===== config.mk =====
export PLATFORM = sky130hd
export DESIGN_NAME = imem_load_arbiter
export DESIGN_NICKNAME = d
export VERILOG_FILES = /design/src/rtl/imem_pkg.sv /design/src/rtl/imem_load_arbiter.sv
export SDC_FILE = /design/constraint.sdc
export NUM_CORES = 1
export LEC_CHECK = 0
export ABC_CLOCK_PERIOD_IN_PS = 2690
export CAP_MARGIN = 20
export CELL_PAD_IN_SITES_DETAIL_PLACEMENT = 0
export CELL_PAD_IN_SITES_GLOBAL_PLACEMENT = 1
export CORE_MARGIN = 2
export CORE_UTILIZATION = 26
export CTS_CLUSTER_DIAMETER = 60
export CTS_CLUSTER_SIZE = 25
export DETAILED_ROUTE_END_ITERATION = 7
export PLACE_DENSITY = 0.85
export SLEW_MARGIN = 40
export SYNTH_ARGS = -nofsm -noshare
export SYNTH_HDL_FRONTEND = slang
export SYNTH_SLANG_ARGS = --single-unit
export TNS_END_PERCENT = 1

===== constraint.sdc =====
create_clock -name clk -period 2.69 [get_ports clk]
set_input_delay 0.538 -clock clk [delete_from_list [all_inputs] [get_ports clk]]
set_output_delay 0.538 -clock clk [all_outputs]
set_load 0.005 [all_outputs]

===== src/rtl/imem_pkg.sv =====
`default_nettype none
// +----------------------------------------------------------------------------+
// | Package : imem_pkg                                                         |
// | Brief   : Shared types and default geometry for the imem port arbiter.     |
// | Rev     : 1.0  initial release                                             |
// +----------------------------------------------------------------------------+
package imem_pkg;

  localparam int IMEM_DEPTH      = 1024;
  localparam int IMEM_ADDR_WIDTH = 10;

  typedef logic [IMEM_ADDR_WIDTH-1:0] waddr_t;

  typedef enum logic {
    S_IDLE = 1'b0,
    S_LOAD = 1'b1
  } ldst_t;

endpackage
`default_nettype wire


===== src/rtl/imem_load_arbiter.sv =====
`default_nettype none
// +----------------------------------------------------------------------------+
// | Module : imem_load_arbiter                                                 |
// | Brief  : Shares the imem address/write port between instruction fetch and  |
// |          a block program loader; the loader owns the port while loading.   |
// | Rev    : 1.0  initial release                                              |
// +----------------------------------------------------------------------------+
module imem_load_arbiter #(
  parameter int IMEM_DEPTH      = imem_pkg::IMEM_DEPTH,
  parameter int IMEM_ADDR_WIDTH = imem_pkg::IMEM_ADDR_WIDTH
) (
  input  logic                       clk,
  input  logic                       reset,
  // program loader
  input  logic                       ld_start,
  input  logic [IMEM_ADDR_WIDTH-1:0] ld_base,
  input  logic [IMEM_ADDR_WIDTH:0]   ld_count,
  input  logic                       ld_valid,
  input  logic [31:0]                ld_data,
  output logic                       ld_ready,
  output logic                       ld_busy,
  output logic                       ld_done,
  // fetch path
  input  logic                       f_req,
  input  logic [31:0]                f_pc,
  output logic                       f_stall,
  output logic                       f_valid,
  output logic [31:0]                f_instr,
  output logic                       f_misalign,
  // instruction memory
  output logic [IMEM_ADDR_WIDTH-1:0] imem_addr,
  output logic                       imem_wren,
  output logic [31:0]                imem_din,
  input  logic [31:0]                imem_dout
);

  import imem_pkg::ldst_t;
  import imem_pkg::S_IDLE;
  import imem_pkg::S_LOAD;

  localparam int c_aw = IMEM_ADDR_WIDTH;

  ldst_t           r_state;
  ldst_t           w_state_nxt;
  logic [c_aw-1:0] r_wr_ptr;
  logic [c_aw-1:0] w_wr_ptr_nxt;
  logic [c_aw-1:0] w_wr_ptr_inc;
  logic [c_aw:0]   r_remaining;
  logic [c_aw:0]   w_remaining_nxt;
  logic            r_ld_done;
  logic            w_ld_done_nxt;

  logic            w_f_grant;
  logic            w_f_stall;
  logic            w_ld_ready;
  logic            w_ld_busy;
  logic            w_imem_wren;
  logic [c_aw-1:0] w_imem_addr;

  logic            r_f_valid;
  logic [31:0]     r_f_instr;
  logic            r_f_misalign;

  // PC bits above the word address never reach imem
  logic            w_unused_pc;
  assign w_unused_pc = ^f_pc[31:c_aw+2];

  // Wrap explicitly so a non-power-of-two depth still stays in range
  assign w_wr_ptr_inc = (r_wr_ptr == c_aw'(IMEM_DEPTH - 1)) ? '0 : r_wr_ptr + 1'b1;

  always_comb begin
    w_state_nxt     = r_state;
    w_wr_ptr_nxt    = r_wr_ptr;
    w_remaining_nxt = r_remaining;
    w_ld_done_nxt   = 1'b0;
    w_imem_addr     = f_pc[c_aw+1:2];
    w_imem_wren     = 1'b0;
    w_ld_ready      = 1'b0;
    w_ld_busy       = 1'b0;
    w_f_stall       = 1'b0;
    w_f_grant       = 1'b0;

    case (r_state)
      S_IDLE: begin
        w_f_grant = f_req;
        if (ld_start) begin
          if (ld_count != '0) begin
            w_state_nxt     = S_LOAD;
            w_wr_ptr_nxt    = ld_base;
            w_remaining_nxt = ld_count;
          end else begin
            w_ld_done_nxt = 1'b1;
          end
        end
      end

      S_LOAD: begin
        w_ld_busy   = 1'b1;
        w_ld_ready  = 1'b1;
        w_f_stall   = f_req;
        w_imem_addr = r_wr_ptr;
        w_imem_wren = ld_valid;
        if (ld_valid) begin
          w_wr_ptr_nxt    = w_wr_ptr_inc;
          w_remaining_nxt = r_remaining - 1'b1;
          if (r_remaining == (c_aw+1)'(1)) begin
            w_state_nxt   = S_IDLE;
            w_ld_done_nxt = 1'b1;
          end
        end
      end

      default: w_state_nxt = S_IDLE;
    endcase
  end

  always_ff @(posedge clk or posedge reset) begin
    if (reset) begin
      r_state     <= S_IDLE;
      r_wr_ptr    <= '0;
      r_remaining <= '0;
      r_ld_done   <= 1'b0;
    end else begin
      r_state     <= w_state_nxt;
      r_wr_ptr    <= w_wr_ptr_nxt;
      r_remaining <= w_remaining_nxt;
      r_ld_done   <= w_ld_done_nxt;
    end
  end

  // Fetch result registers: f_instr holds across refused cycles
  always_ff @(posedge clk or posedge reset) begin
    if (reset) begin
      r_f_valid    <= 1'b0;
      r_f_instr    <= '0;
      r_f_misalign <= 1'b0;
    end else begin
      r_f_valid <= w_f_grant;
      if (w_f_grant) begin
        r_f_instr    <= imem_dout;
        r_f_misalign <= |f_pc[1:0];
      end
    end
  end

  assign ld_ready   = w_ld_ready;
  assign ld_busy    = w_ld_busy;
  assign ld_done    = r_ld_done;
  assign f_stall    = w_f_stall;
  assign f_valid    = r_f_valid;
  assign f_instr    = r_f_instr;
  assign f_misalign = r_f_misalign;
  assign imem_addr  = w_imem_addr;
  assign imem_wren  = w_imem_wren;
  assign imem_din   = ld_data;

endmodule
`default_nettype wire


-- After elaboration in Yosys (flattened, before gate mapping)
Index checks and enable logic that the tools add are counted.
- flip-flop bits (word level): 57
- logic and storage cells: 42
- add/sub/neg operators: 2
- eq/ne operators: 5
- multiplexer cells: 24
- bitwise logic cells: 1
- reduce and logical (&&, ||, !) cells: 3
- operators by type and width (kind ; number):
    10-bit two-way mux ; 5
    11-bit two-way mux ; 3
    11-bit case mux with 2 select lines ; 1
    10-bit case mux with 2 select lines ; 1
    1-bit two-way mux ; 12
    11-bit by 1-bit equality test with 1-bit output, second input constant ; 1
    11-bit nonzero test ; 1
    11-bit by 1-bit subtractor with 11-bit output, second input constant ; 1
    10-bit by 1-bit adder with 10-bit output, second input constant ; 1
    10-bit equality test, second input constant ; 1
    2-bit != test, second input constant ; 3
    1-bit case mux with 2 select lines ; 2
    3-bit AND reduction ; 1
    2-bit OR reduction ; 1
    1-bit inverter ; 1

-- Depth between registers and ports, before layout
Gate-level depths: netlist of the first run.
- depth after elaboration: 4
- gate-level depth with buffers: 7
- mapped depth without buffers: 6

-- Worst setup path after synthesis of the first run
OpenSTA, ideal clock, no wires.
- path kind: reg-to-reg
- from: reg r_remaining[0]
- to: reg r_remaining[10]
- setup time: 0.062 ns
- arrival: 1.836 ns
- data required time: 2.628 ns
- setup slack: 0.792 ns
- cell stages (with the launch flop): 8
- buffers on the path: 1
- cell sequence: dfrtp_1 > inv_1 > ha_1 > or3b_1 > buf_2 > or4b_1 > a21oi_1 > a211o_2
- cells in the longest elaborated chain, start to end: 3
- RTL lines (item ; line ; source):
    start: declaration ; imem_load_arbiter.sv:48 ; logic [c_aw:0] r_remaining;
    start signal: assignment ; imem_load_arbiter.sv:126 ; r_remaining <= w_remaining_nxt;
    11-bit by 1-bit subtractor with 11-bit output ; imem_load_arbiter.sv:105 ; w_remaining_nxt = r_remaining - 1'b1;
    11-bit two-way mux ; imem_load_arbiter.sv:103 ; if (ld_valid) begin
    11-bit case mux with 2 select lines ; imem_load_arbiter.sv:83 ; case (r_state)
No other way between the ends. The select of a mux whose other input is x is not followed.
A chain may end at the register's enable or synchronous reset.

-- Final worst setup path of the first run
- from: reg r_state
- to: out imem_addr[9]
- cells in the longest elaborated chain, start to end: 1
- RTL lines (item ; line ; source):
    start: declaration ; imem_load_arbiter.sv:43 ; ldst_t r_state;
    start signal: assignment ; imem_load_arbiter.sv:124 ; r_state <= w_state_nxt;
    10-bit two-way mux ; imem_load_arbiter.sv:83 ;
    end: declaration ; imem_load_arbiter.sv:31 ; output logic [IMEM_ADDR_WIDTH-1:0] imem_addr,
No other way between the ends.

==> results.sh, run 1 <==
export IMPL_status="finished clean"
export IMPL_critPathRequiredTime_ns=2.15
export IMPL_place_congestion=0.777
export IMPL_yosysUniqueCellTypes=42
export IMPL_maxCapViolCount=0
export IMPL_crit_path_start_kind="flop"
export IMPL_ys_ff_latch=57
export IMPL_arrival_ns=1.84
export IMPL_fp_row_count=39
export IMPL_synth_warnings=0
export IMPL_cts_sinks=57
export IMPL_maxSlewViolCount=0
export IMPL_yosys_area_top_type="dfrtp_1"
export IMPL_pin_count=203
export IMPL_min_period_ns=2.38
export IMPL_rsz0062_at_grt="false"
export IMPL_synth_area_um2=3060
export IMPL_criticalPathCategory="flop to output port"
export IMPL_drc_errors=0
export IMPL_drt_iter0_drc=143
export IMPL_netlist_instances=293
export IMPL_slowest_stage="dfrtp_1"
export IMPL_reg2reg_setup_slack_ns=0.62
export IMPL_postCtsSetupBuffers=0
export IMPL_postRouteAntennaNets=0
export IMPL_worstReg2RegEnd="r_remaining[10]"
export IMPL_antenna_found_initial=0
export IMPL_ctsLongestPathBuffers=2
export IMPL_synth_top_cell_area_share=0.465
export IMPL_fin_crit_sh=0.883
export IMPL_wl_per_cell_um=14.4
export IMPL_core_area_um2=11500
export IMPL_cp_endpoint="imem_addr[9]"
export IMPL_multi_input_area_um2=1300
export IMPL_p_int_w=0.00238
export IMPL_regArea_um2=1430
export IMPL_clk_pin_slew_ns=0.05
export IMPL_root_buffer="clkbuf_16"
export IMPL_fillers=1095
export IMPL_hp_class="flop to flop"
export IMPL_grt_pass1_vias=2565
export IMPL_power_w=0.00322
export IMPL_worstSkewPairLatency_ns=0.32
export IMPL_io_buffer_count=118
export IMPL_crit_start="r_state"
export IMPL_tns_ns=0
export IMPL_dp_cells=516
export IMPL_gr_usage_all_layers=0.122
export IMPL_relSlewSlack=0.516
export IMPL_p_switching_w=0.000840
export IMPL_syn_nets=418
export IMPL_die_height_um=113
export IMPL_dr_pass1_iters=4
export IMPL_die_x_um=113
export IMPL_cts_resized=0
export IMPL_syn_avg_cell_area_um2=10.5
export IMPL_grt_max_degree=37
export IMPL_end_kind="output port"
export IMPL_finalSetupViolations=0
export IMPL_cts_made_buffers=9
export IMPL_drive_gt1_frac=0.203
export IMPL_cts_tree="yes"
export IMPL_p_seq_frac=0.359
export IMPL_syn_to_final_growth_pct=49.0
export IMPL_ys_seq_area_frac=0.465
export IMPL_fmax_mhz=421
export IMPL_skew_ns=0.00687
export IMPL_synth_area_leaders="dfrtp_1, mux2_2, buf_4, a21oi_1, o21ai_0"
export IMPL_start_util=0.267
export IMPL_grt_pass1_wl_um=12500
export IMPL_wirelength_um=7670
export IMPL_p_sw_frac=0.260
export IMPL_cts_hold_buf=0
export IMPL_dieArea_um2=12700
export IMPL_r2r_cells=6
export IMPL_finish_net_count=509
export IMPL_crit_path_max_fanout=26
export IMPL_viasPerCell=4.85
export IMPL_power_frac_comb=0.238
export IMPL_grt_overflow=0
export IMPL_r2r_start="r_remaining[0]"
export IMPL_dr_total_vias=2578
export IMPL_p_leak_nw=1.91
export IMPL_p_per_area_nw_per_um2=706
export IMPL_layout_cells_non_filler=532
export IMPL_hold_viol_final=0
export IMPL_cts_max_level=3
export IMPL_antenna_cells=0
export IMPL_pwr_share_clk=0.403
export IMPL_slowest_delay_ns=0.48
export IMPL_tightest_slew_ns=0.720
export IMPL_place_hpwl_um=5740
export IMPL_max_vdd_ir_drop_mv=0.276
export IMPL_crit_chain="buf_12 -> mux2_2 -> clkdlybuf4s50_1"
cell usage in the layout, fill, tap and decap left out, types with 3 or more instances in the layout:
cell type / count
clkdlybuf4s50_1: 118
dfrtp_1: 57
mux2_2: 42
a21oi_1: 23
o21ai_0: 19
nand2_1: 18
nor2_1: 10
inv_1: 9
clkbuf_16: 9
nand3_1: 8
buf_4: 8
nor3_1: 5
nor4_1: 5
a32oi_1: 5
o22ai_1: 5
o2bb2ai_1: 4
a2bb2oi_1: 3
ha_1: 3
bufinv_16: 3
state kept, by name, indices dropped and copies added (netlist names):
signal	flops
ld_done	1
f_valid	1
r_wr_ptr	10
f_instr	32
f_misalign	1
r_state	1
r_remaining	11
worst min path at each step:
stage / startpoint / end / slack [ns] / cells after the start
after floorplan: r_remaining[6] / r_remaining[6] / 0.48 / 2
after global placement: f_instr[13] / f_instr[13] / 0.49 / 1
after detailed placement: f_instr[25] / f_instr[25] / 0.49 / 1
after CTS: f_instr[25] / f_instr[25] / 0.51 / 1
after global routing: f_instr[1] / f_instr[1] / 0.52 / 1
final: f_instr[22] / f_instr[22] / 0.50 / 1
cell type report:
| cell class | instances | area share |
|---|---|---|
| sequential | 57 | 0.312 |
| tap | 143 | 0.0392 |
| inverter | 10 | 0.00822 |
| multi-input combinational | 178 | 0.284 |
| clock inverter | 7 | 0.0260 |
| timing repair buffer | 128 | 0.281 |
| clock buffer | 9 | 0.0493 |
synthesized netlist by cell type:
cell type / count
inv_1: 10
a211o_2: 1
mux2i_1: 1
and2_1: 2
nand2b_1: 2
a41oi_2: 1
a41o_2: 1
a31o_2: 1
o21ai_0: 19
buf_4: 33
and3_1: 2
a21boi_0: 1
or3_1: 1
ha_1: 3
nor4_1: 5
or3_2: 1
nor2_1: 10
or4_2: 1
and4_1: 1
a2bb2oi_1: 3
o31ai_1: 1
o32ai_1: 1
o2bb2ai_1: 4
nand3_1: 8
or2_2: 1
o31a_2: 2
buf_2: 4
o22ai_1: 5
nor3_1: 5
clkbuf_1: 8
a311o_1: 1
mux2_2: 42
a21oi_1: 23
o221ai_1: 1
a22oi_1: 1
buf_1: 3
dfrtp_1: 57
or4b_1: 1
nor2b_1: 2
or3b_1: 1
nand2_1: 18
a32oi_1: 5
kinds of logic after synthesis:
kind of cell | share of synthesized area
adders and majority gates | 0.0123
muxes | 0.158
and+or+nand+nor | 0.100
DFF | 0.465
AOI/OAI and AO/OA | 0.151
buffers and inverters | 0.113
metal layers:
metal,wire (um),vias to the layer above,track usage
met5,0,-,0
met4,165,0,0.0602
met3,645,22,0.0281
met2,3740,128,0.203
met1,3120,1216,0.148
li1,-,1212,-
critical path, delay by kind of cell, from the launching register on:
kind,cells,cell delay (ns)
buf+inv,2,0.66
flops,1,0.48
mux,1,0.35
power by group through the flow:
stage | Clock [W] | Combinational (W) | Sequential, W
final | 0.00130 | 0.000768 | 0.00116
after global routing | 0.00138 | 0.000849 | 0.00119
after CTS | 0.00133 | 0.000777 | 0.00115
after detailed placement | 0 | 0.000773 | 0.00117
after global placement | 0 | 0.000754 | 0.00116
after floorplan | 0 | 0.000438 | 0.00113
per-stage QoR:
stage | cell area, um2 | utilization | setup WS, ns | hold slack, ns
floorplan | 3060 | - | 0.752 | 0.484
global placement | 4220 | 0.368 | 0.261 | 0.488
detailed placement | 4220 | 0.368 | 0.202 | 0.495
CTS | 4570 | 0.398 | 0.286 | 0.507
global route | 4570 | 0.398 | 0.241 | 0.521
finish | 4570 | 0.398 | 0.314 | 0.503
No activity file was read; power rests on OpenSTA's default activity.
==> run 2: changes to the inputs <==
--- a/config.mk
+++ b/config.mk
@@ -15,7 +15,7 @@
 export CTS_CLUSTER_SIZE = 25
 export DETAILED_ROUTE_END_ITERATION = 7
 export PLACE_DENSITY = 0.85
-export SLEW_MARGIN = 40
+export SLEW_MARGIN = 25
 export SYNTH_ARGS = -nofsm -noshare
 export SYNTH_HDL_FRONTEND = slang
 export SYNTH_SLANG_ARGS = --single-unit
==> results of run 2 <==
The final DEF is identical to that of run 1; final timing and power are the same.
